--- src/rtl/sync_fifo.sv ---
// Single-clock FIFO with registered read data and count-decoded status flags.
// Define SYNC_FIFO_ERR_EN to add sticky overflow/underflow error outputs.
module sync_fifo #(
    parameter int DATA_WIDTH   = 32,
    parameter int DEPTH        = 16,
    parameter int AFULL_LEVEL  = DEPTH - 2,
    parameter int AEMPTY_LEVEL = 2
) (
    input  logic                  clk,
    input  logic                  rst_n,
    input  logic [DATA_WIDTH-1:0] wdata,
    input  logic                  wen,
    output logic                  full,
    output logic                  almost_full,
    output logic [DATA_WIDTH-1:0] rdata,
    output logic                  rvalid,
    input  logic                  ren,
    output logic                  empty,
    output logic                  almost_empty
`ifdef SYNC_FIFO_ERR_EN
    ,
    output logic                  overflow,
    output logic                  underflow
`endif
);

    localparam int PTR_W = $clog2(DEPTH);
    localparam int CNT_W = $clog2(DEPTH + 1);

    logic [DATA_WIDTH-1:0] mem_q [DEPTH];
    logic [PTR_W-1:0]      wr_ptr_q, wr_ptr_d;
    logic [PTR_W-1:0]      rd_ptr_q, rd_ptr_d;
    logic [CNT_W-1:0]      count_q, count_d;
    logic [DATA_WIDTH-1:0] rdata_q, rdata_d;
    logic                  rvalid_q, rvalid_d;
    logic                  wr_accept, rd_accept;

    // Flags come straight from the registered count, so they never glitch.
    assign full         = (count_q == CNT_W'(DEPTH));
    assign empty        = (count_q == '0);
    assign almost_full  = (count_q >= CNT_W'(AFULL_LEVEL));
    assign almost_empty = (count_q <= CNT_W'(AEMPTY_LEVEL));
    assign rdata        = rdata_q;
    assign rvalid       = rvalid_q;

    assign wr_accept = wen && !full;
    assign rd_accept = ren && !empty;

    always_comb begin
        wr_ptr_d = wr_ptr_q;
        rd_ptr_d = rd_ptr_q;
        count_d  = count_q;
        rdata_d  = rdata_q;
        rvalid_d = rd_accept;
        if (wr_accept) begin
            wr_ptr_d = wr_ptr_q + PTR_W'(1);
        end
        if (rd_accept) begin
            rd_ptr_d = rd_ptr_q + PTR_W'(1);
            rdata_d  = mem_q[rd_ptr_q];
        end
        case ({wr_accept, rd_accept})
            2'b10:   count_d = count_q + CNT_W'(1);
            2'b01:   count_d = count_q - CNT_W'(1);
            default: count_d = count_q;
        endcase
    end

    // Storage is intentionally left out of reset.
    always_ff @(posedge clk) begin
        if (wr_accept) begin
            mem_q[wr_ptr_q] <= wdata;
        end
    end

    always_ff @(posedge clk or negedge rst_n) begin
        if (!rst_n) begin
            wr_ptr_q <= '0;
            rd_ptr_q <= '0;
            count_q  <= '0;
            rdata_q  <= '0;
            rvalid_q <= 1'b0;
        end else begin
            wr_ptr_q <= wr_ptr_d;
            rd_ptr_q <= rd_ptr_d;
            count_q  <= count_d;
            rdata_q  <= rdata_d;
            rvalid_q <= rvalid_d;
        end
    end

`ifdef SYNC_FIFO_ERR_EN
    logic overflow_q, overflow_d;
    logic underflow_q, underflow_d;

    always_comb begin
        overflow_d  = overflow_q  || (wen && full);
        underflow_d = underflow_q || (ren && empty);
    end

    always_ff @(posedge clk or negedge rst_n) begin
        if (!rst_n) begin
            overflow_q  <= 1'b0;
            underflow_q <= 1'b0;
        end else begin
            overflow_q  <= overflow_d;
            underflow_q <= underflow_d;
        end
    end

    assign overflow  = overflow_q;
    assign underflow = underflow_q;
`endif

endmodule

--- config.mk ---
export PLATFORM = sky130hd
export DESIGN_NAME = sync_fifo
export DESIGN_NICKNAME = d
export VERILOG_FILES = /design/src/rtl/sync_fifo.sv
export SDC_FILE = /design/constraint.sdc
export NUM_CORES = 1
export LEC_CHECK = 0
export ABC_CLOCK_PERIOD_IN_PS = 4300
export CAP_MARGIN = 20
export CORE_MARGIN = 3
export CORE_UTILIZATION = 61
export CTS_BUF_LIST = sky130_fd_sc_hd__clkbuf_16
export CTS_CLUSTER_DIAMETER = 40
export DETAILED_ROUTE_END_ITERATION = 6
export GPL_TIMING_DRIVEN = 0
export PLACE_DENSITY_LB_ADDON = 0.3
export SYNTH_ARGS = -nofsm -noshare
export SYNTH_HDL_FRONTEND = slang
export SYNTH_SLANG_ARGS = --single-unit
--- constraint.sdc ---
create_clock -name clk -period 4.3 [get_ports clk]
set_input_delay 0.645 -clock clk [delete_from_list [all_inputs] [get_ports clk]]
set_output_delay 0.645 -clock clk [all_outputs]
set_load 0.02 [all_outputs]
## Yosys cells after proc, flatten, opt, wreduce, memory -nomap -nowiden

Memories as Yosys holds them, arrays and structs flattened. A register that Yosys moved wholly into a read port is not among the register bits.
Cells that the tools add are included.

- Register bits after elaboration: 14
- RAM bits: 512
- Memories kept: 1
- Word-level logic and storage cells: 24

- Equal/unequal tests: 3
- Reduce and logical (&&, ||, !) cells: 7
- $lt $le $gt $ge: 2
- Add/sub/neg operators: 4
- Multiplexer cells: 3

Memory list:

| name | words | width | rd ports | clocked after memory_dff | write ports | line | text |
|---|---|---|---|---|---|---|---|
| mem_q | 16 | 32 | 1 | 1 | 1 | 30 | `logic [DATA_WIDTH-1:0] mem_q [DEPTH];` |

Operators by type and width:

| cell | number |
|---|---|
| one-hot mux 5 bit (2 select lines) | 1 |
| adder 4 x 1 -> 4 bit (second input constant) | 2 |
| adder 5 x 1 -> 5 bit (second input constant) | 1 |
| == test 5 bit (second input constant) | 1 |
| >= comparator 5 x 4 -> 1 bit (second input constant) | 1 |
| less-or-equal comparator 5 x 2 -> 1 bit (second input constant) | 1 |
| zero test 5 bit | 1 |
| subtractor 5 x 1 -> 5 bit (second input constant) | 1 |
| zero test 1 bit | 3 |
| == test 2 x 1 -> 1 bit (second input constant) | 1 |
| == test 2 bit (second input constant) | 1 |
| logical AND 1 bit | 2 |
| two-way mux 1 bit | 2 |
| nonzero test 2 bit | 1 |

## Longest topological paths before layout

- Depth in word-level cells: 5
- Gate-level depth with buffers: 13

## Worst setup path after synthesis

OpenSTA, ideal clock, no wires.

- Path kind: input to register
- Start: input wen
- End: memory mem_q[3][0] (enable)
- Library setup time: 461 ps
- Slack: 446 ps
- Cell stages on the path: 4
- Arrival time: 3393 ps
- Cell sequence: and2_1 -> clkbuf_1 -> nand2_1 -> nor3_1

- Cells in the longest elaborated chain, start to end: 3

RTL lines:

| what | line | text |
|---|---|---|
| from (decl) | 12 | `input logic wen,` |
| logical AND 1 bit | 46 | `assign wr_accept = wen && !full;` |
| two-way mux 1 bit | 71 | `if (wr_accept) begin` |
| two-way mux 1 bit (not written as such) | 72 | `mem_q[wr_ptr_q] <= wdata;` |
| to (decl) | 30 |  |

No other way between the ends.

## Worst setup path in the final report

- Start: register count_q[4]
- End: register count_q[4]

- Cells in the longest elaborated chain, start to end: 5

RTL lines:

| what | line | text |
|---|---|---|
| from (decl) | 33 | `logic [CNT_W-1:0] count_q, count_d;` |
| from (signal assigned) | 86 | `count_q <= count_d;` |
| zero test 5 bit * | 40 | `assign empty = (count_q == '0);` |
| zero test 1 bit * | 47 | `assign rd_accept = ren && !empty;` |
| logical AND 1 bit * | 47 |  |
| via rd_accept | 36 | `logic wr_accept, rd_accept;` |
| == test 2 x 1 -> 1 bit / == test 2 bit (equally long branches) | 62 | `case ({wr_accept, rd_accept})` |
| one-hot mux 5 bit (2 select lines) / nonzero test 2 bit (equally long branches) | -- |  |

The timed path passes the listed nets; every way through them passes the cells marked *.
A chain may end at the register's enable or synchronous reset.

==> impl_results.rst <==
.. list-table::
   :header-rows: 1

   * - Metric
     - Value
   * - Critical path required time
     - 4.77 ns
   * - Final hold vios
     - 0
   * - Maxcap violations
     - 0
   * - Shortest clock period the worst path allows after layout
     - 3.40 ns
   * - Total via count after detailed routing
     - 10600
   * - Count of inserted antenna diode cells
     - 0
   * - Detailed-route vias per instance
     - 6.48
   * - Initial core utilization
     - 0.626
   * - CTS clk-pin slew, worst paths
     - 0.06 ns
   * - Total power
     - 17.1 mW
   * - Total buffers and inverters traversed by the critical path
     - 1
   * - Share of final-layout standard cells stronger than drive strength 1
     - 0.260
   * - Sequential-to-total area share from yosys stat
     - 0.778
   * - Post-synth ARST share
     - 0.0824
   * - Relative area change from synthesis to final layout
     - 18.1%
   * - Yosys warns
     - 0
   * - Die Y-Extent
     - 193 µm
   * - Number of synthesized register bits
     - 558
   * - Mean instance size in the synthesized netlist
     - 21.6 µm²
   * - Minimum hold slack
     - 0.0911 ns
   * - Router iterations before antenna repair
     - 5
   * - Headroom to the max-slew limit
     - 0.379
   * - Via count of the first global-routing pass
     - 11300
   * - Capture point of the worst reg-to-reg path
     - count_q[4]
   * - GRT Resource Usage Total
     - 0.271
   * - IO Pins
     - 73
   * - Post-synth EDFFs
     - 512
   * - Final ANT Viol Nets
     - 0
   * - Final Max Tran Viols
     - 0
   * - Deepest clock path buffer count
     - 3
   * - GR Layer Usage met1
     - 0.359
   * - Wire length of the first global-routing pass
     - 71600 µm
   * - Number of buffers added by the clock tree synthesis step
     - 60
   * - Maximum clock frequency
     - 294 MHz
   * - Cells after synthesis
     - 984
   * - RSZ-0062 raised after global routing
     - false
   * - Die width
     - 193 µm
   * - Clock share of power
     - 0.298
   * - Pin count of the biggest net entering global routing
     - 26
   * - Portion of total power attributed to combinational logic
     - 0.298
   * - Area of the die
     - 37100 µm²
   * - Slowest cell delay on critical path
     - 0.46 ns
   * - Setup fix buffers added after clock tree synthesis
     - 0
   * - Netlist cell types
     - 34
   * - Violation count after the first detailed-routing iteration
     - 1102
   * - Detail Placement HPWL
     - 29200 µm
   * - Worst Hold Class
     - in2async
   * - Clock latency at the later pin of the worst-skew pair
     - 0.59 ns
   * - Part of the total power dissipated in sequential elements
     - 0.404
   * - Most common cell in the synthesized netlist
     - edfxtp_1
   * - Top_reg_cell synth
     - edfxtp_1
   * - Register-to-register path setup slack
     - 0.90 ns
   * - TritonCTS clock tree
     - yes
   * - Netlist area before placement
     - 21300 µm²
   * - Post-route DRC violation count
     - 0
   * - M2 GR Usage
     - 0.453
   * - H-tree lvl count
     - 2
   * - Final #Nets
     - 1192
   * - I/O Buffers
     - 72
   * - Critical Path Source Type
     - register
   * - Top cell type's share of synthesized area
     - 0.724
   * - GR Overflow Total
     - 0
   * - CTS hold repair buffers
     - 0
   * - Cell at the slowest stage of the critical path
     - or3b_2
   * - Design area
     - 25100 µm²
   * - CP Cell Sequence
     - or3_1, or3_1, nand2_2, inv_1, ha_1, ha_1, nor2b_1, o21ai_0, a21oi_1, or3b_2, xnor2_1
   * - Lkg Pwr
     - 8.35 nW
   * - Number of antenna violations at the first check in global routing
     - 0
   * - Critical path class
     - reg2reg
   * - Critical Path End Type
     - register
   * - Worst-path fanout max
     - 5
   * - Critical R2R Launch
     - count_q[4]
   * - RD Place Congestion
     - 0.740
   * - Actual slew at the worst max-slew pin
     - 0.927 ns
   * - Routed wirelength normalized by instance count
     - 29.0 µm
   * - Cell type with the largest total area after synthesis
     - edfxtp_1
   * - Peak VDD IR
     - 0.482 mV
   * - Synthesized net count
     - 1030
   * - Sw Ratio
     - 0.306
   * - Commonest cells in the synthesized netlist
     - 512 x edfxtp_1, 128 x mux4_2, 77 x nand2_1
   * - Net switching power figure
     - 5.23 mW
   * - Status
     - completed
   * - Ratio of total power to cell area
     - 682 nW/µm²
   * - Routed WL
     - 47600 µm
   * - Final setup fails
     - 0
   * - Internal power
     - 11.9 mW
   * - Post-route clock period utilization
     - 0.790
   * - Count of instances resized after the clock tree is built
     - 0
   * - Root buffer selected by CTS
     - clkbuf_16
   * - Leading cell types by total area after synthesis
     - edfxtp_1 72%, mux4_2 14%, dfrtp_1 5.4%, mux2i_1 1.6%, nand2_1 1.4%
   * - Crit-path leading delay family
     - simple AND/OR/NAND/NOR gates
   * - Cells on worst reg2reg path
     - 11
   * - Clock Sink Count
     - 558
   * - Grt peak-use layer
     - met2
   * - Data arrival, critical path
     - 3.87 ns
   * - Post-placement cell area
     - 23100 µm²
   * - Area of the core region
     - 34000 µm²
   * - Number of placement rows
     - 67
   * - GR Util met3
     - 0.0536
   * - Worst clock skew on the final layout
     - 0.0158 ns
## power groups by stage
| stage | Sequential [mW] | Combinational [mW] | Clock [mW] |
|---|---|---|---|
| 4_1_cts | 6.92 | 5.13 | 5.15 |
| 2_1_floorplan | 7.14 | 3.03 | 0 |
| 6_report | 6.92 | 5.10 | 5.10 |
| 3_3_place_gp | 7.02 | 4.68 | 0 |
| 3_5_place_dp | 7.01 | 5.03 | 0 |
| 5_1_grt | 6.97 | 5.43 | 5.38 |
## registers in the layout, summed over array words and instances (netlist names)
name and count:
rd_ptr_q 4, count_q 5, rvalid 1, mem_q 512, wr_ptr_q 4, rdata 32
## cells by family (layout without fill, tap and decap cells)
logic type,count (synthesis),after routing,share of synthesized area
DFF,558,558,0.778
muxes,161,161,0.151
and+or+nand+nor,107,107,0.0208
AOI/OAI and AO/OA,73,73,0.0231
buffers and inverters,65,273,0.0168
adders and majority gates,10,10,0.00624
xor gates and xnor gates,10,10,0.00412
## how the worst max path moves through the flow
stage / start / slack, ns / end / depth (start not counted)
6_report: count_q[4] / 0.90 / count_q[4] / 11
5_1_grt: count_q[4] / 0.74 / count_q[4] / 11
4_1_cts: count_q[4] / 0.94 / count_q[4] / 11
3_5_place_dp: wen / 0.88 / mem_q[3][15] / 7
3_3_place_gp: wen / -2.35 / mem_q[0][15] / 5
2_1_floorplan: wen / 0.45 / mem_q[3][0] / 4
## layout by cell type (no fill, tap or decap), types with 9 or more instances in the layout
cell and count:
clkdlybuf4s50_1 71, buf_6 23, clkbuf_1 13, o21ai_1 17
mux4_2 128, buf_2 30, o21ai_0 19, ha_1 9
clkinv_2 11, mux2i_1 33, nand2_1 77, nor2_4 12
inv_1 18, clkbuf_16 61, edfxtp_1 512, dfrtp_1 46
o221ai_1 32
## metrics by stage
stage | TNS (ns) | std cells | util | setup WS [ns]
floorplan | 0 | 984 | - | 0.446
global placement | -520.63 | 1504 | 0.664 | -2.35
detailed placement | 0 | 1532 | 0.681 | 0.884
CTS | 0 | 1640 | 0.739 | 0.938
global route | 0 | 1640 | 0.739 | 0.742
finish | 0 | 1640 | 0.739 | 0.903
## cell type report
cell class,instances,area [µm²]
timing repair buffer,100,1200
buffer,55,319
tap,448,561
clock inverter,47,449
sequential,558,16500
multi-input combinational,361,4480
inverter,10,37.5
clock buffer,61,1530
fill,1820,8850
## routing by layer
| metal | share of wire | vias to the layer above |
|---|---|---|
| li1 | - | 4404 |
| met1 | 0.36 | 5525 |
| met2 | 0.51 | 562 |
| met3 | 0.084 | 130 |
| met4 | 0.037 | 0 |
| met5 | 0 | - |
Power figures use the tool's default switching activity.
